`config.mk`:
```
export PLATFORM = sky130hd
export DESIGN_NAME = instr_encoder_flat
export DESIGN_NICKNAME = d
export VERILOG_FILES = /design/src/rtl/instr_encoder_pkg.sv /design/src/rtl/instr_encoder_if.sv /design/src/rtl/instr_encoder_pack.sv /design/src/rtl/instr_encoder.sv /design/src/flat_wrapper.sv
export SDC_FILE = /design/constraint.sdc
export NUM_CORES = 1
export LEC_CHECK = 0
export CAP_MARGIN = 20
export CORE_MARGIN = 10
export CORE_UTILIZATION = 30
export CTS_CLUSTER_DIAMETER = 100
export DETAILED_ROUTE_END_ITERATION = 7
export GPL_TIMING_DRIVEN = 0
export PLACE_DENSITY_LB_ADDON = 0.15
export SLEW_MARGIN = 30
export SYNTH_ARGS = -nofsm -noshare
export SYNTH_HDL_FRONTEND = slang
export SYNTH_SLANG_ARGS = --single-unit
```
`constraint.sdc`:
```
create_clock -name clk -period 3.65 [get_ports clk]
set_input_delay 0.365 -clock clk [delete_from_list [all_inputs] [get_ports clk]]
set_output_delay 0.365 -clock clk [all_outputs]
set_load 0.02 [all_outputs]
```
`src/rtl/instr_encoder_pkg.sv`:
```
// Shared types and constants for the RV32I instruction encoder.
//   op_kind_e : request operation kind as carried on req_op
//   opcodes   : 7-bit major opcodes, identical to the Controller's decode table
//   state_e   : loader FSM states
package instr_enc_pkg;

  typedef enum logic [2:0] {
    OP_R    = 3'd0,
    OP_I    = 3'd1,
    OP_LW   = 3'd2,
    OP_SW   = 3'd3,
    OP_BR   = 3'd4,
    OP_JAL  = 3'd5,
    OP_JALR = 3'd6,
    OP_RSVD = 3'd7
  } op_kind_e;

  localparam logic [6:0] R_TYPE = 7'b0110011;
  localparam logic [6:0] I_TYPE = 7'b0010011;
  localparam logic [6:0] LW     = 7'b0000011;
  localparam logic [6:0] SW     = 7'b0100011;
  localparam logic [6:0] BR     = 7'b1100011;
  localparam logic [6:0] JAL    = 7'b1101111;
  localparam logic [6:0] JALR   = 7'b1100111;

  typedef enum logic [1:0] {
    S_IDLE  = 2'd0,
    S_RUN   = 2'd1,
    S_DRAIN = 2'd2,
    S_DONE  = 2'd3
  } state_e;

endpackage

```
`src/rtl/instr_encoder_if.sv`:
```
// Request + instruction-memory write bundle of the encoder.
//   req_*     : decoded instruction fields with valid/ready handshake
//   mem_*     : registered write port with mem_ready back-pressure
// slave  = encoder side, master = requester / memory side.
interface instr_encoder_if #(
  parameter int ADDR_W = 8
);
  logic              req_valid;
  logic              req_ready;
  logic [2:0]        req_op;
  logic [2:0]        req_funct3;
  logic              req_alt;
  logic [4:0]        req_rd;
  logic [4:0]        req_rs1;
  logic [4:0]        req_rs2;
  logic [31:0]       req_imm;
  logic              req_last;
  logic              mem_we;
  logic [ADDR_W-1:0] mem_addr;
  logic [31:0]       mem_wdata;
  logic              mem_ready;

  modport slave (
    input  req_valid, req_op, req_funct3, req_alt, req_rd, req_rs1, req_rs2,
           req_imm, req_last, mem_ready,
    output req_ready, mem_we, mem_addr, mem_wdata
  );

  modport master (
    output req_valid, req_op, req_funct3, req_alt, req_rd, req_rs1, req_rs2,
           req_imm, req_last, mem_ready,
    input  req_ready, mem_we, mem_addr, mem_wdata
  );
endinterface

```
`src/rtl/instr_encoder_pack.sv`:
```
// Combinational field packer: decoded fields -> 32-bit RV32I word + reject.
//   op_i/funct3_i/alt_i/rd_i/rs1_i/rs2_i/imm_i : request fields
//   word_o   : encoded instruction
//   reject_o : immediate out of range, misaligned BR/JAL target, or reserved op
module instr_pack
  import instr_enc_pkg::*;
(
  input  op_kind_e    op_i,
  input  logic [2:0]  funct3_i,
  input  logic        alt_i,
  input  logic [4:0]  rd_i,
  input  logic [4:0]  rs1_i,
  input  logic [4:0]  rs2_i,
  input  logic [31:0] imm_i,
  output logic [31:0] word_o,
  output logic        reject_o
);
  logic       fits12, fits13, fits21;
  logic [6:0] imm_hi;

  always_comb begin
    // A value fits in N signed bits when bits [31:N-1] are all equal.
    fits12 = (&imm_i[31:11]) | ~(|imm_i[31:11]);
    fits13 = (&imm_i[31:12]) | ~(|imm_i[31:12]);
    fits21 = (&imm_i[31:20]) | ~(|imm_i[31:20]);
    // slli/srli/srai carry the alt bit in funct7 instead of imm[11:5].
    imm_hi = (funct3_i[1:0] == 2'b01) ? {1'b0, alt_i, 5'b0} : imm_i[11:5];
    word_o   = '0;
    reject_o = 1'b0;
    case (op_i)
      OP_R:    word_o = {1'b0, alt_i, 5'b0, rs2_i, rs1_i, funct3_i, rd_i, R_TYPE};
      OP_I: begin
        word_o   = {imm_hi, imm_i[4:0], rs1_i, funct3_i, rd_i, I_TYPE};
        reject_o = ~fits12;
      end
      OP_LW: begin
        word_o   = {imm_i[11:0], rs1_i, 3'b010, rd_i, LW};
        reject_o = ~fits12;
      end
      OP_SW: begin
        word_o   = {imm_i[11:5], rs2_i, rs1_i, 3'b010, imm_i[4:0], SW};
        reject_o = ~fits12;
      end
      OP_BR: begin
        word_o   = {imm_i[12], imm_i[10:5], rs2_i, rs1_i, funct3_i,
                    imm_i[4:1], imm_i[11], BR};
        reject_o = ~fits13 | imm_i[0];
      end
      OP_JAL: begin
        word_o   = {imm_i[20], imm_i[10:1], imm_i[11], imm_i[19:12], rd_i, JAL};
        reject_o = ~fits21 | imm_i[0];
      end
      OP_JALR: begin
        word_o   = {imm_i[11:0], rs1_i, 3'b000, rd_i, JALR};
        reject_o = ~fits12;
      end
      default: reject_o = 1'b1;
    endcase
  end
endmodule

```
`src/rtl/instr_encoder.sv`:
```
// Sequential instruction encoder / program loader.
//   clk, reset : clock, synchronous active-high reset
//   start      : begin a session (honoured in IDLE or DONE)
//   bus        : request channel in, memory write channel out
//   busy/done  : registered decodes of RUN|DRAIN and DONE
//   err        : sticky, some request of this session was rejected
//   count      : words accepted for writing this session
module instr_encoder
  import instr_enc_pkg::*;
#(
  parameter int ADDR_W = 8
) (
  input  logic              clk,
  input  logic              reset,
  input  logic              start,
  instr_encoder_if.slave    bus,
  output logic              busy,
  output logic              done,
  output logic              err,
  output logic [ADDR_W:0]   count
);
  localparam logic [ADDR_W:0] LAST_CNT = {1'b0, {ADDR_W{1'b1}}};

  state_e              state_q, state_d;
  logic                mem_we_q, mem_we_d;
  logic [ADDR_W-1:0]   mem_addr_q, mem_addr_d;
  logic [31:0]         mem_wdata_q, mem_wdata_d;
  logic [ADDR_W:0]     count_q, count_d;
  logic                err_q, err_d;
  logic                busy_q, busy_d, done_q, done_d;
  logic [31:0]         word;
  logic                reject, accept, wr, fire;

  instr_pack u_pack (
    .op_i     (op_kind_e'(bus.req_op)),
    .funct3_i (bus.req_funct3),
    .alt_i    (bus.req_alt),
    .rd_i     (bus.req_rd),
    .rs1_i    (bus.req_rs1),
    .rs2_i    (bus.req_rs2),
    .imm_i    (bus.req_imm),
    .word_o   (word),
    .reject_o (reject)
  );

  // One-deep output register: a new word may enter in the same cycle the
  // held one drains.
  assign bus.req_ready = (state_q == S_RUN) & (~mem_we_q | bus.mem_ready);
  assign accept = bus.req_valid & bus.req_ready;
  assign wr     = accept & ~reject;
  assign fire   = mem_we_q & bus.mem_ready;

  always_comb begin
    state_d     = state_q;
    mem_we_d    = mem_we_q;
    mem_addr_d  = mem_addr_q;
    mem_wdata_d = mem_wdata_q;
    count_d     = count_q;
    err_d       = err_q;
    if (fire) begin
      mem_we_d = 1'b0;
      // Hold at the top address after the final write rather than wrapping.
      if (mem_addr_q != '1) mem_addr_d = mem_addr_q + 1'b1;
    end
    if (wr) begin
      mem_we_d    = 1'b1;
      mem_wdata_d = word;
      count_d     = count_q + 1'b1;
    end
    if (accept & reject) err_d = 1'b1;
    case (state_q)
      S_IDLE, S_DONE: if (start) begin
        state_d    = S_RUN;
        mem_addr_d = '0;
        count_d    = '0;
        err_d      = 1'b0;
      end
      S_RUN:   if (accept & (bus.req_last | (wr & (count_q == LAST_CNT)))) state_d = S_DRAIN;
      S_DRAIN: if (!mem_we_d) state_d = S_DONE;
      default: state_d = S_IDLE;
    endcase
    busy_d = (state_d == S_RUN) | (state_d == S_DRAIN);
    done_d = (state_d == S_DONE);
  end

  always_ff @(posedge clk) begin
    if (reset) begin
      state_q     <= S_IDLE;
      mem_we_q    <= 1'b0;
      mem_addr_q  <= '0;
      mem_wdata_q <= '0;
      count_q     <= '0;
      err_q       <= 1'b0;
      busy_q      <= 1'b0;
      done_q      <= 1'b0;
    end else begin
      state_q     <= state_d;
      mem_we_q    <= mem_we_d;
      mem_addr_q  <= mem_addr_d;
      mem_wdata_q <= mem_wdata_d;
      count_q     <= count_d;
      err_q       <= err_d;
      busy_q      <= busy_d;
      done_q      <= done_d;
    end
  end

  assign bus.mem_we    = mem_we_q;
  assign bus.mem_addr  = mem_addr_q;
  assign bus.mem_wdata = mem_wdata_q;
  assign busy  = busy_q;
  assign done  = done_q;
  assign err   = err_q;
  assign count = count_q;
endmodule

```
`src/flat_wrapper.sv`:
```
// flat-port wrapper written by rule: the top's interface ports become plain ports
module instr_encoder_flat import instr_enc_pkg::*;
#(
  parameter int ADDR_W = 8
)
  (clk, reset, start, busy, done, err, count, bus_req_valid, bus_req_op, bus_req_funct3, bus_req_alt, bus_req_rd, bus_req_rs1, bus_req_rs2, bus_req_imm, bus_req_last, bus_mem_ready, bus_req_ready, bus_mem_we, bus_mem_addr, bus_mem_wdata);
  instr_encoder_if #(.ADDR_W(ADDR_W)) bus_i ();
  input  logic clk;
  input  logic reset;
  input  logic start;
  output logic busy;
  output logic done;
  output logic err;
  output logic [ADDR_W:0] count;
  input wire logic [$bits(bus_i.req_valid)-1:0] bus_req_valid;
  input wire logic [$bits(bus_i.req_op)-1:0] bus_req_op;
  input wire logic [$bits(bus_i.req_funct3)-1:0] bus_req_funct3;
  input wire logic [$bits(bus_i.req_alt)-1:0] bus_req_alt;
  input wire logic [$bits(bus_i.req_rd)-1:0] bus_req_rd;
  input wire logic [$bits(bus_i.req_rs1)-1:0] bus_req_rs1;
  input wire logic [$bits(bus_i.req_rs2)-1:0] bus_req_rs2;
  input wire logic [$bits(bus_i.req_imm)-1:0] bus_req_imm;
  input wire logic [$bits(bus_i.req_last)-1:0] bus_req_last;
  input wire logic [$bits(bus_i.mem_ready)-1:0] bus_mem_ready;
  output wire logic [$bits(bus_i.req_ready)-1:0] bus_req_ready;
  output wire logic [$bits(bus_i.mem_we)-1:0] bus_mem_we;
  output wire logic [$bits(bus_i.mem_addr)-1:0] bus_mem_addr;
  output wire logic [$bits(bus_i.mem_wdata)-1:0] bus_mem_wdata;
  assign bus_i.req_valid = bus_req_valid;
  assign bus_i.req_op = bus_req_op;
  assign bus_i.req_funct3 = bus_req_funct3;
  assign bus_i.req_alt = bus_req_alt;
  assign bus_i.req_rd = bus_req_rd;
  assign bus_i.req_rs1 = bus_req_rs1;
  assign bus_i.req_rs2 = bus_req_rs2;
  assign bus_i.req_imm = bus_req_imm;
  assign bus_i.req_last = bus_req_last;
  assign bus_i.mem_ready = bus_mem_ready;
  assign bus_req_ready = bus_i.req_ready;
  assign bus_mem_we = bus_i.mem_we;
  assign bus_mem_addr = bus_i.mem_addr;
  assign bus_mem_wdata = bus_i.mem_wdata;
  instr_encoder #(.ADDR_W(ADDR_W)) u_core (.clk(clk), .reset(reset), .start(start), .bus(bus_i), .busy(busy), .done(done), .err(err), .count(count));
endmodule
```
==> metrics.md <==
| Metric | Value |
|---|---|
| Status | `finished, final reports clean` |
| Slowest stage cell, crit path | `clkdlybuf4s50_1` |
| Seq pwr share | `47.6%` |
| # diodes | `0` |
| GR Util All Layers | `15.2%` |
| Via count | `3,429` |
| Crit Path Max Fanout | `10` |
| PD cells | `290 nW/µm²` |
| WP data arrival | `3.03 ns` |
| Crit path kind | `in -> reg` |
| Setup violators final | `0` |
| Internal power | `0.000879 W` |
| Cell accounting for the most synthesized area | `dfxtp_1` |
| Sw Pwr | `0.000400 W` |
| Synth Area per Inst | `7.99 µm²` |
| Crit path to | `u_core.busy` |
| H-tree depth | `2` |
| Commonest non-fill, non-tap cells in the layout | `112 x clkdlybuf4s50_1, 56 x a21oi_1, 54 x dfxtp_1` |
| Residual DRC count | `0` |
| Slew Limit Fails | `0` |
| Pin count of the biggest net entering global routing | `20` |
| Ports | `114` |
| CTS tree | `yes` |
| Final GP Congestion | `0.841` |
| Share of layout cells above drive strength 1 | `5.01%` |
| Clk root buf | `clkbuf_8` |
| Hold Path Origin | `bus_req_op[2]` |
| Power share of the clock group | `28.3%` |
| CTS sink count | `54` |
| First-pass GRT wire length | `18,200 µm` |
| R2R depth | `8` |
| Core ar. | `9820 µm²` |
| Maximum single-stage delay on the critical path | `0.48 ns` |
| Non-filler cells, final | `632` |
| Final Hold Violating Endpoints | `0` |
| Min cycle time layout | `2.84 ns` |
| Initial antenna violation count | `0` |
| CP Buf/Inv Count | `2` |
| Unrepaired setup endpoints after global routing | `false` |
| Worst hold path class | `in -> reg` |
| Resized Gates After CTS | `0` |
| Number of flops mapped to enable cells by yosys | `0` |
| Wirelength, routed | `11,600 µm` |
| Synth Warn # | `0` |
| Critical Path RT | `3.84 ns` |
| Reg2reg start | `u_core.state_q[0]` |
| Number of global-route vias before repair | `3,410` |
| Post-route ant nets | `0` |
| Post-CTS Setup Bufs | `0` |
| Top delay family on crit path | `compound AO/OA/AOI/OAI gates` |
| Row count | `36` |
| Width of the die | `120 µm` |
| Async S/R FF share, synth | `0%` |
| DP HPWL | `9040 µm` |
| Net Sw Frac | `31.3%` |
| TNS Setup | `0 ns` |
| I/O Buffers | `112` |
| Hold_ws | `0.457 ns` |
| Crit path cell chain | `clkdlybuf4s50_1, nor4_2, a21oi_1, o41ai_2, o22a_1, buf_2, a31o_1, a21oi_1, ha_1, nor2b_1` |
| TritonRoute pass-1 iters | `5` |
| Total grt overflow | `0` |
| Synth area leaders | `dfxtp_1 36%, a21oi_1 9.3%, nand4_1 4.8%, a211oi_1 3.0%, nand2_1 2.9%` |
| Crit path capture type | `flop` |
| Clock transition at path regs | `0.12 ns` |
| Placed cells | `624` |
| Main synth FF type | `dfxtp_1` |
| CP Launch Type | `input port` |
| Gate power share | `24.1%` |
| Synth top area share | `35.7%` |
| Library cells used by synthesis | `51` |
| CTS max path bufs | `2` |
| Worst vdd ir | `0.000158 V` |
| DR iter-0 viols | `295` |
| CP most frequent cell | `a21oi_1` |
| Die area | `14,500 µm²` |
| Fmax | `0.352 GHz` |
| Worst r2r dst | `u_core.busy` |
| Most common cell after layout, fill and taps aside | `clkdlybuf4s50_1` |
| TritonCTS Buffers | `5` |
| Seq/Total Area, Yosys | `35.7%` |
| Die Span Y | `120 µm` |
| Worst setup startpoint | `bus_req_imm[15]` |
| Slew @ Worst Pin | `0.623 ns` |
| Syn_nets | `445` |
| Initial core utilization | `30.8%` |
| Slew HR | `58.3%` |
| Via density per instance | `5.43` |
| Synth Cell Area | `3030 µm²` |
| Maxcap violations | `0` |
| Cts hold-fix bufs | `0` |
| Clock Skew | `0.0132 ns` |
| Worst skew pair latency | `0.32 ns` |
| Area Growth Syn to Fin | `45.7%` |
| Syn Inst Count | `379` |
| Final nets | `564` |
| Pleak | `1.50 nW` |
| Crit. path cell count | `10` |
| FF-to-FF setup slack | `1.37 ns` |
| Fin crit share | `77.8%` |
| WL per Instance | `18.3 µm` |
| Seq cells post-synth | `54` |
worst min-delay path by stage:
| stage | slack, ns | to | cells after the start |
|---|---|---|---|
| 3_3_place_gp | 0.46 | u_core.bus.mem_wdata[26] | 2 |
| 2_1_floorplan | 0.52 | u_core.bus.mem_wdata[25] | 2 |
| 3_5_place_dp | 0.47 | u_core.bus.mem_wdata[30] | 2 |
| 5_1_grt | 0.47 | u_core.bus.mem_wdata[4] | 4 |
| 6_report | 0.46 | u_core.bus.mem_wdata[4] | 4 |
| 4_1_cts | 0.45 | u_core.bus.mem_wdata[4] | 4 |
synth_stat cells, drive strengths merged (6+ instances only):
master / instances
nand3: 10
a31o: 6
ha: 6
a211oi: 12
o22ai: 9
o21ai: 23
and3: 10
nand2: 23
clkbuf: 22
a22oi: 10
nand4: 23
mux2i: 6
xor2: 6
dfxtp: 54
inv: 6
a21oi: 56
nor2: 24
a31oi: 7
buf: 10
nor3: 6
nor2b: 6
metrics by stage:
step                      power [W]  setup WS (ns)  util [%]  instance area (µm²)
after floorplan            0.000774           1.27         -                 3030
after global placement     0.000923          0.490      43.9                 4320
after detailed placement   0.000927          0.491      43.9                 4320
after CTS                   0.00129          0.819      44.9                 4410
after global routing        0.00134          0.639      44.9                 4410
final                       0.00128          0.810      44.9                 4410
cells by family (layout without fill, tap and decap cells):
family,Yosys count,after routing,share of synthesized area [%]
flip-flops,54,54,35.7
XOR/XNOR,7,7,2.02
AND/OR/NAND/NOR,122,122,22.1
AO/OA/AOI/OAI,142,142,29.2
multiplexers,10,10,3.47
buffers and inverters,38,158,5.04
adder cells (fa/ha/maj),6,6,2.48
power groups by stage:
stage          combinational (W)  clock, W  sequential, W
2_1_floorplan           0.000141         0       0.000634
3_3_place_gp            0.000301         0       0.000622
3_5_place_dp            0.000305         0       0.000622
4_1_cts                 0.000306  0.000376       0.000609
5_1_grt                 0.000333  0.000398       0.000611
6_report                0.000308  0.000362       0.000609
state kept, by name, summed over array words and instances, names as in the netlist:
name and flops:
u_core.bus.mem_addr 8, u_core.bus.mem_wdata 31, u_core.bus.mem_we 1, u_core.busy 1
u_core.count 9, u_core.done 1, u_core.err 1, u_core.state_q 2
worst register-to-register path, cell delays in order, from the launching register on:
cell and delay [ns]:
dfxtp_1 0.40, ha_1 0.22, and3_1 0.16, buf_1 0.26, clkbuf_1 0.43, a31o_1 0.23, a21oi_1 0.05, ha_1 0.29
nor2b_1 0.12
routing by layer:
| layer | routed length (µm) | up-vias | share of wire, % | GRT usage, % |
|---|---|---|---|---|
| met5 | 0 | - | 0 | 0 |
| met3 | 890 | 13 | 7.7 | 4.70 |
| met2 | 5360 | 136 | 46 | 24.5 |
| li1 | - | 1678 | - | - |
| met4 | 165 | 0 | 1.4 | 3.62 |
| met1 | 5150 | 1602 | 45 | 19.5 |
layout make-up:
type | instances | area, µm²
buffer | 32 | 130
clock buffer | 5 | 68.8
clock inverter | 3 | 28.8
fill | 1037 | 5410
inverter | 6 | 22.5
multi-input combinational | 287 | 1790
sequential | 54 | 1080
tap | 133 | 166
timing repair buffer | 112 | 1120
(Power assumes the default switching activity.)
